File: config.mk
export PLATFORM = sky130hd
export DESIGN_NAME = switch_tick_conditioner
export DESIGN_NICKNAME = d
export VERILOG_FILES = /design/src/rtl/switch_tick_conditioner_pkg.sv /design/src/rtl/switch_tick_conditioner_tick_gen.sv /design/src/rtl/switch_tick_conditioner.sv
export SDC_FILE = /design/constraint.sdc
export NUM_CORES = 1
export LEC_CHECK = 0
export BUFFER_PORTS_ARGS = -buffer_cell sky130_fd_sc_hd__buf_4
export CAP_MARGIN = 20
export CORE_ASPECT_RATIO = 0.7
export CORE_MARGIN = 1
export CORE_UTILIZATION = 55
export CTS_CLUSTER_DIAMETER = 200
export CTS_CLUSTER_SIZE = 24
export DETAILED_ROUTE_END_ITERATION = 7
export PLACE_DENSITY = 0.75
export SLEW_MARGIN = 20
export SYNTH_ARGS = -nofsm -noshare
export SYNTH_HDL_FRONTEND = slang
export SYNTH_SLANG_ARGS = --single-unit
File: constraint.sdc
create_clock -name clk -period 3 [get_ports clk]
set_clock_uncertainty 0.2 [all_clocks]
set_input_delay 0.15 -clock clk [delete_from_list [all_inputs] [get_ports clk]]
set_output_delay 0.15 -clock clk [all_outputs]
set_load 0.02 [all_outputs]
File: src/rtl/switch_tick_conditioner_pkg.sv
// Shared constants for the switch/tick conditioner and the game FSM simulation builds:
// debounce state encoding and default timing parameters.
package switch_tick_conditioner_pkg;

  localparam logic [1:0] S_LOW       = 2'd0;
  localparam logic [1:0] S_WAIT_HIGH = 2'd1;
  localparam logic [1:0] S_HIGH      = 2'd2;
  localparam logic [1:0] S_WAIT_LOW  = 2'd3;

  // 10 ms debounce and 0.5 s tick at a 50 MHz clock
  localparam int DB_CYCLES_DEF = 500000;
  localparam int TICK_DIV_DEF  = 25000000;

endpackage

File: src/rtl/switch_tick_conditioner_tick_gen.sv
// Tick prescaler: one-cycle registered pulse every TICK_DIV clocks, restartable by tick_clr.
module tick_gen
  import switch_tick_conditioner_pkg::*;
#(
  parameter int TICK_DIV = TICK_DIV_DEF
) (
  input  logic clk,
  input  logic rst_n,
  input  logic tick_clr,
  output logic tick
);

  // A divider of 1 still needs a one-bit counter so the terminal compare stays legal
  localparam int PW = (TICK_DIV > 1) ? $clog2(TICK_DIV) : 1;
  localparam logic [PW-1:0] PS_LAST = PW'(TICK_DIV - 1);

  logic [PW-1:0] ps_cnt_r;
  logic [PW-1:0] ps_cnt_s;
  logic          tick_s;
  logic          tick_r;

  // Next prescaler value and tick decision; tick_clr overrides a coinciding terminal count
  always_comb begin
    ps_cnt_s = ps_cnt_r;
    tick_s   = 1'b0;
    if (tick_clr) begin
      ps_cnt_s = {PW{1'b0}};
      tick_s   = 1'b0;
    end else if (ps_cnt_r == PS_LAST) begin
      ps_cnt_s = {PW{1'b0}};
      tick_s   = 1'b1;
    end else begin
      ps_cnt_s = ps_cnt_r + PW'(1);
      tick_s   = 1'b0;
    end
  end

  // Prescaler and tick registers
  always_ff @(posedge clk or negedge rst_n) begin
    if (!rst_n) begin
      ps_cnt_r <= {PW{1'b0}};
      tick_r   <= 1'b0;
    end else begin
      ps_cnt_r <= ps_cnt_s;
      tick_r   <= tick_s;
    end
  end

  assign tick = tick_r;

endmodule

File: src/rtl/switch_tick_conditioner.sv
// Synchronises and debounces the raw board switch into a clean level plus edge pulses,
// and paces the game counter with a prescaled tick.
module switch_tick_conditioner
  import switch_tick_conditioner_pkg::*;
#(
  parameter int DB_CYCLES = DB_CYCLES_DEF,
  parameter int TICK_DIV  = TICK_DIV_DEF
) (
  input  logic clk,
  input  logic rst_n,
  input  logic sw_raw,
  input  logic tick_clr,
  output logic sw_level,
  output logic sw_rise,
  output logic sw_fall,
  output logic tick
);

  localparam int CW = $clog2(DB_CYCLES + 1);
  localparam logic [CW-1:0] DB_LAST = CW'(DB_CYCLES - 1);

  logic          s1_r;
  logic          sync_r;
  logic [1:0]    state_r;
  logic [1:0]    state_s;
  logic [CW-1:0] cnt_r;
  logic [CW-1:0] cnt_s;
  logic          level_r;
  logic          level_s;
  logic          rise_r;
  logic          rise_s;
  logic          fall_r;
  logic          fall_s;

  // Two-flop synchroniser for the asynchronous pin
  always_ff @(posedge clk or negedge rst_n) begin
    if (!rst_n) begin
      s1_r   <= 1'b0;
      sync_r <= 1'b0;
    end else begin
      s1_r   <= sw_raw;
      sync_r <= s1_r;
    end
  end

  // Debounce next-state logic; the count only advances inside a WAIT state and stops at DB_LAST
  always_comb begin
    state_s = state_r;
    cnt_s   = cnt_r;
    level_s = level_r;
    rise_s  = 1'b0;
    fall_s  = 1'b0;
    case (state_r)
      S_LOW: begin
        if (sync_r) begin
          state_s = S_WAIT_HIGH;
          cnt_s   = {CW{1'b0}};
        end else begin
          state_s = S_LOW;
        end
      end
      S_WAIT_HIGH: begin
        if (!sync_r) begin
          state_s = S_LOW;
        end else if (cnt_r == DB_LAST) begin
          state_s = S_HIGH;
          level_s = 1'b1;
          rise_s  = 1'b1;
        end else begin
          cnt_s = cnt_r + CW'(1);
        end
      end
      S_HIGH: begin
        if (!sync_r) begin
          state_s = S_WAIT_LOW;
          cnt_s   = {CW{1'b0}};
        end else begin
          state_s = S_HIGH;
        end
      end
      S_WAIT_LOW: begin
        if (sync_r) begin
          state_s = S_HIGH;
        end else if (cnt_r == DB_LAST) begin
          state_s = S_LOW;
          level_s = 1'b0;
          fall_s  = 1'b1;
        end else begin
          cnt_s = cnt_r + CW'(1);
        end
      end
      default: begin
        state_s = S_LOW;
        cnt_s   = {CW{1'b0}};
        level_s = 1'b0;
      end
    endcase
  end

  // Debounce state, count and registered switch outputs
  always_ff @(posedge clk or negedge rst_n) begin
    if (!rst_n) begin
      state_r <= S_LOW;
      cnt_r   <= {CW{1'b0}};
      level_r <= 1'b0;
      rise_r  <= 1'b0;
      fall_r  <= 1'b0;
    end else begin
      state_r <= state_s;
      cnt_r   <= cnt_s;
      level_r <= level_s;
      rise_r  <= rise_s;
      fall_r  <= fall_s;
    end
  end

  assign sw_level = level_r;
  assign sw_rise  = rise_r;
  assign sw_fall  = fall_r;

  tick_gen #(
    .TICK_DIV(TICK_DIV)
  ) u_tick_gen (
    .clk      (clk),
    .rst_n    (rst_n),
    .tick_clr (tick_clr),
    .tick     (tick)
  );

endmodule

==> results.md <==
- Max cap viols: 0
- CTS tree: yes
- Syn-to-layout area delta: 8.30%
- Period utilization: 0.749
- Die height: 59.6 um
- CTS max path bufs: 2
- CP startpoint kind: flop
- Fin. Hold Viols: 0
- Layout Nets: 288
- Slew HR: 0.366
- Final Max Tran Viols: 0
- CTS resizes: 0
- IO buf count: 7
- Final Power: 1190 uW
- Hold Crit Class: flop to flop
- Post-synth EDFFs: 0
- Layout cells sized above 1: 0.0707
- Via-per-instance ratio: 6.22
- Post-CTS Hold Buffers: 3
- Post-synth top area cell: dfrtp_1
- Final GP Congestion: 0.835
- Crit path buf inv count: 0
- DRT antenna net count: 0
- Critical path type: flop to flop
- TritonCTS Buffers: 5
- 1st-pass router iterations: 7
- Vias in the first global route: 1,856
- Worst setup EP type: flop
- Syn_nets: 277
- Seq/Total Area, Yosys: 0.499
- FMAX: 445 MHz
- WL per Instance: 15.5 um
- Run status: complete, but fails checks
- DRC Markers: 4
- VDD IR-drop max: 0.278 mV
- Non-filler cells, final: 338
- Hold Path Stages: 0
- Htree depth: 2
- Overflow left after global routing: 0
- Number of clock sinks: 52
- Worst-Skew Late Latency: 300 ps
- Share of the synthesized area in the top cell type: 0.499
- YS warnings: 0
- Post-synthesis register bit count: 52
- Mapped Avg Cell Area: 9.63 um^2
- Failing checks: design-rule violations
- Detailed-route via count: 2,104
- Unrepaired setup endpoints after global routing: false
- Area contributors post-synth: dfrtp_1 50%, a21oi_1 4.8%, or4_1 4.0%
- Cell Rows: 20
- CP max stage cell: or4b_1
- Core Area: 0.00445 mm^2
- Measured slew at the worst slew-check pin: 947 ps
- Count of cell types in the netlist: 36
- Predominant post-synthesis flop cell: dfrtp_1
- HPWL Detailed: 3.66 mm
- R2R cell count: 5
- Critical path peak fanout: 10
- CP peak stage delay: 530 ps
- CP arrival: 2280 ps
- Tmin final: 2250 ps
- CTS Root Cell: clkbuf_8
- Final Setup Violations: 0
- Worst path required time: 3030 ps
- Synth Cell Area: 0.00261 mm^2
- All-Layer GR Usage: 0.238
- Leakage: 0.00113 uW
- Clock Pin Slew Worst Setup and Hold Paths: 100 ps
- Die area: 0.00503 mm^2
- Crit path max-delay family: simple AND/OR/NAND/NOR gates
- TNS Setup: 0 ps
- Initial core utilization: 0.586
- Num ports: 8
- Worst path depth: 5
- Cell Count Post-Placement: 327
- Async SR Flop Fraction: 1.00
- Die X-Extent: 84.3 um
- Total power divided by cell area: 420 mW/mm^2
- Pin count of the biggest net entering global routing: 53
- Final WL: 5.23 mm
- CP cell instances: ha_1 -> and3_1 -> nand4_2 -> or4b_1 -> a21oi_1
- First-pass GRT wire length: 9.16 mm
- Syn Inst Count: 271
- Worst hold slack: 157 ps
- Ant diodes: 0
- Initial antenna violation count: 0
- 1st-iter DRT viols: 252
- Setup Fix Bufs, Post-CTS: 0
state kept, by name, summed over array words and instances, names as in the netlist, named ones only:
| signal | flops |
|---|---|
| u_tick_gen.ps_cnt_r | 25 |
| u_tick_gen.tick | 1 |
| sync_r | 1 |
| cnt_r | 19 |
| state_r | 1 |
| sw_level | 1 |
| sw_rise | 1 |
| s1_r | 1 |
| sw_fall | 1 |
metrics by stage:
stage | setup WS, ps | utilization | cell area (um^2)
after floorplan | 897 | - | 2610
after detailed placement | 756 | 0.608 | 2710
after global placement | 828 | 0.608 | 2710
after CTS | 746 | 0.634 | 2830
final | 754 | 0.634 | 2830
after global routing | 566 | 0.634 | 2830
worst paths after layout:
| kind | slack [ps] | end | startpoint |
|---|---|---|---|
| hold reg to reg | 160 | sync_r | s1_r |
| hold / removal | 160 | sync_r | s1_r |
| min in group asynchronous | 200 | cnt_r[13] | rst_n |
| max in group asynchronous | 1960 | u_tick_gen.ps_cnt_r[13] | rst_n |
| setup / recovery | 750 | cnt_r[14] | cnt_r[0] |
| setup reg to reg | 750 | cnt_r[14] | cnt_r[0] |
Yosys cell counts (all sizes together), types with 5 or more instances:
library cell	instances
and3	5
nand4	11
o31ai	12
nand3	16
xor2	12
dfrtp	52
o21ai	15
xnor2	5
or3	10
nor2	23
and4	7
inv	6
or4	14
a21oi	25
nand2	23
report_power, final:
part           internal [uW]  switching (uW)  leakage [uW]  total (uW)
clock                    163             236     0.0000479         399
combinational           22.2            41.3      0.000371        63.4
sequential               712            12.3      0.000715         725
total                    898             290       0.00113        1190
cells by family after synthesis:
logic type      Yosys count  synth area share
flops                    52             0.499
fa+ha+maj                 2           0.00959
simple gates            127             0.274
mux                       3            0.0120
compound gates           56             0.126
xor+xnor                 17            0.0571
buf+inv                  14            0.0230
routing by layer:
metal / vias to the layer above / track usage / routed length [um]
met5: - / 0 / 0
met4: 0 / 0.0665 / 59
met3: 7 / 0.0474 / 361
met2: 72 / 0.311 / 2110
met1: 992 / 0.388 / 2700
li1: 1033 / - / -
cell type report:
| class | instances | area [um^2] |
|---|---|---|
| clock buffer | 5 | 68.8 |
| clock inverter | 3 | 18.8 |
| fill | 368 | 1630 |
| inverter | 6 | 22.5 |
| multi-input combinational | 205 | 1250 |
| sequential | 52 | 1300 |
| tap | 55 | 68.8 |
| timing repair buffer | 12 | 97.6 |
placed cells by master (no fill, tap or decap), types with 3 or more instances in the layout:
cell type,instances
dfrtp_1,52
a21oi_1,25
nand2_1,23
nor2_1,23
nand3_1,16
o21ai_0,15
or4_1,14
xor2_1,12
o31ai_1,11
nand4_1,10
or3_1,10
buf_4,9
and4_1,7
inv_1,6
and3_1,5
xnor2_1,5
clkbuf_8,5
nor4b_1,4
nor3_1,4
dlygate4sd3_1,3
No activity file was read; power rests on OpenSTA's default activity.
